==> src/rtl/time_pkg.sv <==
// time_pkg: shared definitions for the time_keeper block.
//   - mode_e     : operating mode encoding driven on the top-level `mode` port
//   - MAX_MIN    : last BCD value of a minutes counter
//   - MAX_HR     : last BCD value of an hours counter
//   - ALARM_RST  : alarm time loaded at reset, packed BCD HH:MM
//   - bcd2_inc() : wrap-aware increment of a packed two-digit BCD value
package time_pkg;

    typedef enum logic [1:0] {
        MODE_RUN       = 2'd0,
        MODE_SET_TIME  = 2'd1,
        MODE_SET_ALARM = 2'd2
    } mode_e;

    localparam logic [7:0]  MAX_MIN   = 8'h59;
    localparam logic [7:0]  MAX_HR    = 8'h23;
    localparam logic [15:0] ALARM_RST = 16'h0700;

    // Next value of a two-digit BCD counter that wraps to 00 after lim.
    function automatic logic [7:0] bcd2_inc(input logic [7:0] value, input logic [7:0] lim);
        logic [7:0] w_res;
        if (value == lim) begin
            w_res = 8'h00;
        end else if (value[3:0] == 4'd9) begin
            w_res = {value[7:4] + 4'd1, 4'd0};
        end else begin
            w_res = {value[7:4], value[3:0] + 4'd1};
        end
        return w_res;
    endfunction

endpackage

==> src/rtl/bcd2_counter.sv <==
// bcd2_counter: two-digit packed BCD counter, 00..MAX_VAL, wrapping to 00.
// Parameters:
//   MAX_VAL  last value before wrap (BCD)
//   RST_VAL  value loaded by reset (BCD)
// Ports:
//   clk      clock
//   rst_n    asynchronous active-low reset
//   i_inc    advance by one this cycle
//   i_clear  force to 00 this cycle (wins over i_inc)
//   o_next   value the register takes at the coming edge
//   o_carry  high in the cycle an increment wraps MAX_VAL -> 00
module bcd2_counter
    import time_pkg::*;
#(
    parameter logic [7:0] MAX_VAL = 8'h59,
    parameter logic [7:0] RST_VAL = 8'h00
) (
    input  logic       clk,
    input  logic       rst_n,
    input  logic       i_inc,
    input  logic       i_clear,
    output logic [7:0] o_next,
    output logic       o_carry
);

    logic [7:0] r_value;

    // Next value is exported so the parent can register derived outputs
    // (display, alarm compare) on the same edge the count changes.
    always_comb begin
        o_next = r_value;
        if (i_clear) begin
            o_next = 8'h00;
        end else if (i_inc) begin
            o_next = bcd2_inc(r_value, MAX_VAL);
        end
    end

    assign o_carry = i_inc && !i_clear && (r_value == MAX_VAL);

    always_ff @(posedge clk or negedge rst_n) begin
        if (!rst_n) begin
            r_value <= RST_VAL;
        end else begin
            r_value <= o_next;
        end
    end

endmodule

==> src/rtl/time_keeper.sv <==
// time_keeper: time-of-day core of the alarm clock.
// Divides clk to a one-second tick, keeps HH:MM in BCD and seconds in binary,
// and supports setting the time and (optionally) an alarm.
// Optional feature macro: TIME_KEEPER_ALARM_EN (SET_ALARM mode, alarm storage,
// trigger and `alarm` output). Without it `alarm` is 0 and `alarm_off` is ignored.
// Parameters:
//   CLK_HZ     clk cycles per second
// Ports:
//   clk        system clock
//   rst        asynchronous active-low reset
//   mode_btn   pulse, advances mode RUN -> SET_TIME [-> SET_ALARM] -> RUN
//   inc_min    pulse, increments minutes of the item being set
//   inc_hr     pulse, increments hours of the item being set
//   alarm_off  pulse, silences the alarm
//   display    packed BCD HH:MM (alarm time while in SET_ALARM)
//   sec_tick   one-cycle pulse per elapsed second
//   mode       current mode (0 RUN, 1 SET_TIME, 2 SET_ALARM)
//   alarm      alarm active, level
module time_keeper
    import time_pkg::*;
#(
    parameter int unsigned CLK_HZ = 100_000_000
) (
    input  logic        clk,
    input  logic        rst,
    input  logic        mode_btn,
    input  logic        inc_min,
    input  logic        inc_hr,
    input  logic        alarm_off,
    output logic [15:0] display,
    output logic        sec_tick,
    output logic [1:0]  mode,
    output logic        alarm
);

    localparam int unsigned   PW         = (CLK_HZ > 1) ? $clog2(CLK_HZ) : 1;
    localparam logic [PW-1:0] PRESC_LAST = PW'(CLK_HZ - 1);

    mode_e         r_mode;
    mode_e         w_mode_next;
    logic [PW-1:0] r_presc;
    logic [5:0]    r_sec;
    logic          r_sec_tick;
    logic [15:0]   r_display;
    logic [15:0]   w_display_next;

    logic       w_set_time;
    logic       w_presc_wrap;
    logic       w_sec_wrap;
    logic       w_min_inc;
    logic       w_min_carry;
    logic       w_hr_inc;
    logic       w_hr_carry_unused;
    logic [7:0] w_min_next;
    logic [7:0] w_hr_next;

    always_comb begin
        w_mode_next = r_mode;
        if (mode_btn) begin
            case (r_mode)
                MODE_RUN:      w_mode_next = MODE_SET_TIME;
`ifdef TIME_KEEPER_ALARM_EN
                MODE_SET_TIME: w_mode_next = MODE_SET_ALARM;
`else
                MODE_SET_TIME: w_mode_next = MODE_RUN;
`endif
                default:       w_mode_next = MODE_RUN;
            endcase
        end
    end

    assign w_set_time = (r_mode == MODE_SET_TIME);

    // Time keeps running in SET_ALARM; only SET_TIME freezes it.
    assign w_presc_wrap = !w_set_time && (r_presc == PRESC_LAST);
    assign w_sec_wrap   = w_presc_wrap && (r_sec == 6'd59);

    // A mode_btn pulse swallows any simultaneous increment.
    assign w_min_inc = w_sec_wrap || (w_set_time && inc_min && !mode_btn);
    // Minute wraps while setting never carry into hours.
    assign w_hr_inc  = (w_min_carry && !w_set_time) || (w_set_time && inc_hr && !mode_btn);

    bcd2_counter #(
        .MAX_VAL (MAX_MIN),
        .RST_VAL (8'h00)
    ) u_min (
        .clk     (clk),
        .rst_n   (rst),
        .i_inc   (w_min_inc),
        .i_clear (1'b0),
        .o_next  (w_min_next),
        .o_carry (w_min_carry)
    );

    bcd2_counter #(
        .MAX_VAL (MAX_HR),
        .RST_VAL (8'h00)
    ) u_hr (
        .clk     (clk),
        .rst_n   (rst),
        .i_inc   (w_hr_inc),
        .i_clear (1'b0),
        .o_next  (w_hr_next),
        .o_carry (w_hr_carry_unused)
    );

`ifdef TIME_KEEPER_ALARM_EN
    logic       w_alm_edit;
    logic [7:0] w_amin_next;
    logic [7:0] w_ahr_next;
    logic       w_amin_carry_unused;
    logic       w_ahr_carry_unused;
    logic       w_trigger;
    logic       r_alarm;

    assign w_alm_edit = (r_mode == MODE_SET_ALARM) && !mode_btn;

    bcd2_counter #(
        .MAX_VAL (MAX_MIN),
        .RST_VAL (ALARM_RST[7:0])
    ) u_alm_min (
        .clk     (clk),
        .rst_n   (rst),
        .i_inc   (w_alm_edit && inc_min),
        .i_clear (1'b0),
        .o_next  (w_amin_next),
        .o_carry (w_amin_carry_unused)
    );

    bcd2_counter #(
        .MAX_VAL (MAX_HR),
        .RST_VAL (ALARM_RST[15:8])
    ) u_alm_hr (
        .clk     (clk),
        .rst_n   (rst),
        .i_inc   (w_alm_edit && inc_hr),
        .i_clear (1'b0),
        .o_next  (w_ahr_next),
        .o_carry (w_ahr_carry_unused)
    );

    // Compare against the post-edge time so alarm rises with the display change.
    // Only a running minute carry can trigger; setting the time never does.
    assign w_trigger = (r_mode == MODE_RUN) && w_sec_wrap &&
                       ({w_hr_next, w_min_next} == {w_ahr_next, w_amin_next});

    always_ff @(posedge clk or negedge rst) begin
        if (!rst) begin
            r_alarm <= 1'b0;
        end else if (alarm_off || mode_btn) begin
            r_alarm <= 1'b0;
        end else if (w_trigger) begin
            r_alarm <= 1'b1;
        end
    end

    assign w_display_next = (w_mode_next == MODE_SET_ALARM) ? {w_ahr_next, w_amin_next}
                                                            : {w_hr_next, w_min_next};
    assign alarm = r_alarm;
`else
    logic w_alarm_off_unused;

    assign w_alarm_off_unused = alarm_off;
    assign w_display_next     = {w_hr_next, w_min_next};
    assign alarm              = 1'b0;
`endif

    always_ff @(posedge clk or negedge rst) begin
        if (!rst) begin
            r_mode     <= MODE_RUN;
            r_presc    <= '0;
            r_sec      <= '0;
            r_sec_tick <= 1'b0;
            r_display  <= '0;
        end else begin
            r_mode     <= w_mode_next;
            r_sec_tick <= w_presc_wrap;
            r_display  <= w_display_next;
            if (w_set_time) begin
                r_presc <= '0;
                r_sec   <= '0;
            end else if (w_presc_wrap) begin
                r_presc <= '0;
                r_sec   <= w_sec_wrap ? 6'd0 : r_sec + 6'd1;
            end else begin
                r_presc <= r_presc + 1'b1;
            end
        end
    end

    assign display  = r_display;
    assign sec_tick = r_sec_tick;
    assign mode     = r_mode;

endmodule

==> config.mk <==
export PLATFORM = sky130hd
export DESIGN_NAME = time_keeper
export DESIGN_NICKNAME = d
export VERILOG_FILES = /design/src/rtl/time_pkg.sv /design/src/rtl/bcd2_counter.sv /design/src/rtl/time_keeper.sv
export SDC_FILE = /design/constraint.sdc
export NUM_CORES = 1
export LEC_CHECK = 0
export ABC_CLOCK_PERIOD_IN_PS = 3400
export CORE_MARGIN = 8
export CORE_UTILIZATION = 57
export DETAILED_ROUTE_END_ITERATION = 16
export GPL_ROUTABILITY_DRIVEN = 0
export PLACE_DENSITY = 0.79
export SYNTH_ARGS = -nofsm -noshare
export SYNTH_HDL_FRONTEND = slang
export SYNTH_SLANG_ARGS = --single-unit
==> constraint.sdc <==
create_clock -name clk -period 3.4 [get_ports clk]
set_clock_uncertainty 0.05 [all_clocks]
set_input_delay 0.85 -clock clk [delete_from_list [all_inputs] [get_ports clk]]
set_output_delay 0.85 -clock clk [all_outputs]
set_load 0.1 [all_outputs]
==> out/metrics.cfg <==
[status]
outcome=completed

[routing]
antenna_violating_nets_post_route=0
routed_via_density=5.80
totalWireLength_um=5220
drtPass1Iterations=4
drt-wirelength-per-cell_um=14.5
detailroute.via_count=2083
drt-initial-drc-count=104
drc=0

[worst_setup_path]
setup.worst_path.start_class=flop
crit_path_cell_chain=ha_1 -> nand3_1 -> or4_4 -> nor4_2 -> nor2_1 -> mux2_2
worstSetupEndpointType=flop
cp_top_family=simple AND/OR/NAND/NOR gates
r2r-end=u_hr.r_value[0]
worstRegToRegCells=6
max_stage_delay_ns=0.62
path_depth=6
crit_slowest_cell=sky130_fd_sc_hd__nor4_2
timing.critical_path.fanout_max=8
required_ns=3.55
timing.critical_path.buf_inv=0
r2r_setup_slack_ns=0.80
rr_startpoint=r_presc[0]
worst-endpoint-arrival_ns=2.75
worstSetupPathType=flop to flop

[global_routing]
grt_pass1_vias=2041
grt_first_pass_wirelength_um=9020
grt_max_degree=34
antenna_violations_before_repair=0
track_usage_pct=15.1
globalRoute.totalOverflow=0

[floorplan]
row_count=25
die-height_um=85.6
fp.dieArea_sq_um=7320
ios=26
die_width_um=85.6
coreArea_sq_um=4690
start_util_pct=58.8

[hold_path]
holdCritPathClass=primary input to async pin

[timing]
timing.setup.tns_ns=0
worst_slew_pin_slew_ns=0.706
number_of_endpoints_failing_setup_at_the_final_stage=0
finalHoldWorstSlack_ns=0.420
setup_repair_after_global_routing_missed_its_margin=false
final_hold_viol_count=0
max_slew_margin_pct=52.6
fmax_mhz=385
final_critical_path_setup_slack_ns=0.800
report.final.slew_viol_count=0
min_period_ns=2.60
final_worst_path_period_share_pct=76.5

[cts]
cts_buffer_depth=2
cts.clk_slew.worst_paths_ns=0.09
cts_htree_levels=2
clk-insertion-delay-late_ns=0.30
numCtsBuffers=5
clk_root_buffer_cell=sky130_fd_sc_hd__clkbuf_8
sink_count=51
postCtsSetupBuffers=0
tritoncts=done
cts_resized=0
cts_hold_buf=0

[power_and_ir_drop]
power_mw=2.27
power.switching_mw=1.13
power_per_cell_area_nw_per_um2=743
power.share.clock_pct=16.7
power_frac_seq_pct=36.7
power_leakage_nw=1.32
netSwitchingFraction_pct=49.7
power.ir.vdd_worst_v=0.000776
combinationalPowerShare_pct=46.6
cellInternalPower_mw=1.14

[finish]
fill_cells=392
synthToLayoutAreaGrowth_pct=10.5
instances_no_fill=359
finalCoreUtilization_pct=65.0
final_layout_size_suffix_gt1_share_pct=12.5
count_of_antenna_diodes_in_the_layout=0
final_cell_area_sq_um=3050
layout.cells.most_common_list=sky130_fd_sc_hd__dfrtp_1 (51), sky130_fd_sc_hd__nor2_1 (45), sky130_fd_sc_hd__xnor2_1 (20), sky130_fd_sc_hd__buf_4 (20), sky130_fd_sc_hd__nand2_1 (18)
layout.nets=320
layout_commonest_cell=sky130_fd_sc_hd__dfrtp_1

[yosys]
netlist-cell-type-count=52
yosys_register_bits=51
asyncSetResetFlopFracSynth_pct=100
synth_cells=285
synth_enable_flop_cells=0
yosysSeqAreaShare_pct=46.3
postSynthAreaPerCell_sq_um=9.68
ys.warnings.count=0
combined_area_of_all_synthesized_cells_sq_um=2760
yosys_most_used_dff=sky130_fd_sc_hd__dfrtp_1

[flow_run]
maxCapViolCount=0

[place]
preCtsSetupSlack_ns=0.803
detailed_place_hpwl_um=3690
place_inst=351
postPlaceCellArea_sq_um=2950
port-buffer-count=22

state kept, by name, summed over array words and instances, names as in the netlist:
name / count
sec_tick: 1
r_sec: 6
u_hr.r_value: 7
u_min.r_value: 7
r_presc: 27
display: 2
mode: 1
cell usage after synthesis (4+ instances only):
| master | count | share of area, % |
|---|---|---|
| sky130_fd_sc_hd__inv_1 | 13 | 1.8 |
| sky130_fd_sc_hd__dfrtp_1 | 51 | 46 |
| sky130_fd_sc_hd__nand4_1 | 8 | 1.8 |
| sky130_fd_sc_hd__xnor2_1 | 20 | 6.3 |
| sky130_fd_sc_hd__clkbuf_1 | 8 | 1.1 |
| sky130_fd_sc_hd__a21oi_1 | 8 | 1.5 |
| sky130_fd_sc_hd__nand3_1 | 12 | 2.2 |
| sky130_fd_sc_hd__and4_1 | 4 | 1.3 |
| sky130_fd_sc_hd__ha_1 | 10 | 4.5 |
| sky130_fd_sc_hd__nand2_1 | 18 | 2.4 |
| sky130_fd_sc_hd__o21ai_0 | 7 | 1.3 |
| sky130_fd_sc_hd__nor3_1 | 4 | 0.73 |
| sky130_fd_sc_hd__xor2_1 | 8 | 2.5 |
| sky130_fd_sc_hd__nor4_1 | 8 | 1.8 |
| sky130_fd_sc_hd__and3_1 | 4 | 0.91 |
| sky130_fd_sc_hd__and2_1 | 4 | 0.91 |
| sky130_fd_sc_hd__nor2_1 | 45 | 6.1 |
cells by family (layout without fill, tap and decap cells):
| logic type | count (synthesis) | count (layout) | synth area share [%] |
|---|---|---|---|
| DFF | 51 | 51 | 46.3 |
| xor gates and xnor gates | 28 | 28 | 8.89 |
| muxes | 7 | 7 | 3.08 |
| other | 1 | 2 | 0.136 |
| and+or+nand+nor | 128 | 128 | 24.3 |
| AOI/OAI and AO/OA | 34 | 34 | 8.57 |
| buffers and inverters | 26 | 45 | 4.22 |
| adders and majority gates | 10 | 10 | 4.54 |
per-layer routing:
layer  track usage, %  routed length, um  vias to the layer above
met5                0                  0                        -
met4             5.89                 90                        0
met3             4.39                255                       10
met2             24.9               2450                       50
met1             18.1               2430                      995
li1                 -                  -                     1028
final cells by class:
cell class	count	area [sq um]	share of cell area (%)
repair buffers	24	185	6.08
inverters	13	48.8	1.60
flip-flops and latches	51	1280	41.9
clock buffers	8	100	3.28
well taps	54	67.6	2.22
multi-input cells	209	1370	45.0
worst reg2reg max path, delay by kind of cell, from the launching register on:
kind / cells / cell delay, ns
multiplexers: 1 / 0.32
flip-flops: 1 / 0.39
AND/OR/NAND/NOR: 4 / 1.52
adder cells (fa/ha/maj): 1 / 0.22
how the worst max path moves through the flow:
stage                            endpoint              from
after floorplan           u_hr.r_value[0]  u_min.r_value[0]
after global placement    u_hr.r_value[0]          mode_btn
after detailed placement  u_hr.r_value[0]        r_presc[0]
after CTS                 u_hr.r_value[0]        r_presc[0]
after global routing      u_hr.r_value[0]        r_presc[0]
final                     u_hr.r_value[0]        r_presc[0]
power by group through the flow:
stage | combinational (mW) | sequential, mW | clock [mW]
after floorplan | 0.381 | 1.30 | 0
after global placement | 1.05 | 0.841 | 0
after detailed placement | 1.06 | 0.845 | 0
after CTS | 1.06 | 0.834 | 0.390
after global routing | 1.12 | 0.852 | 0.409
final | 1.05 | 0.832 | 0.378
Power figures use the tool's default switching activity.
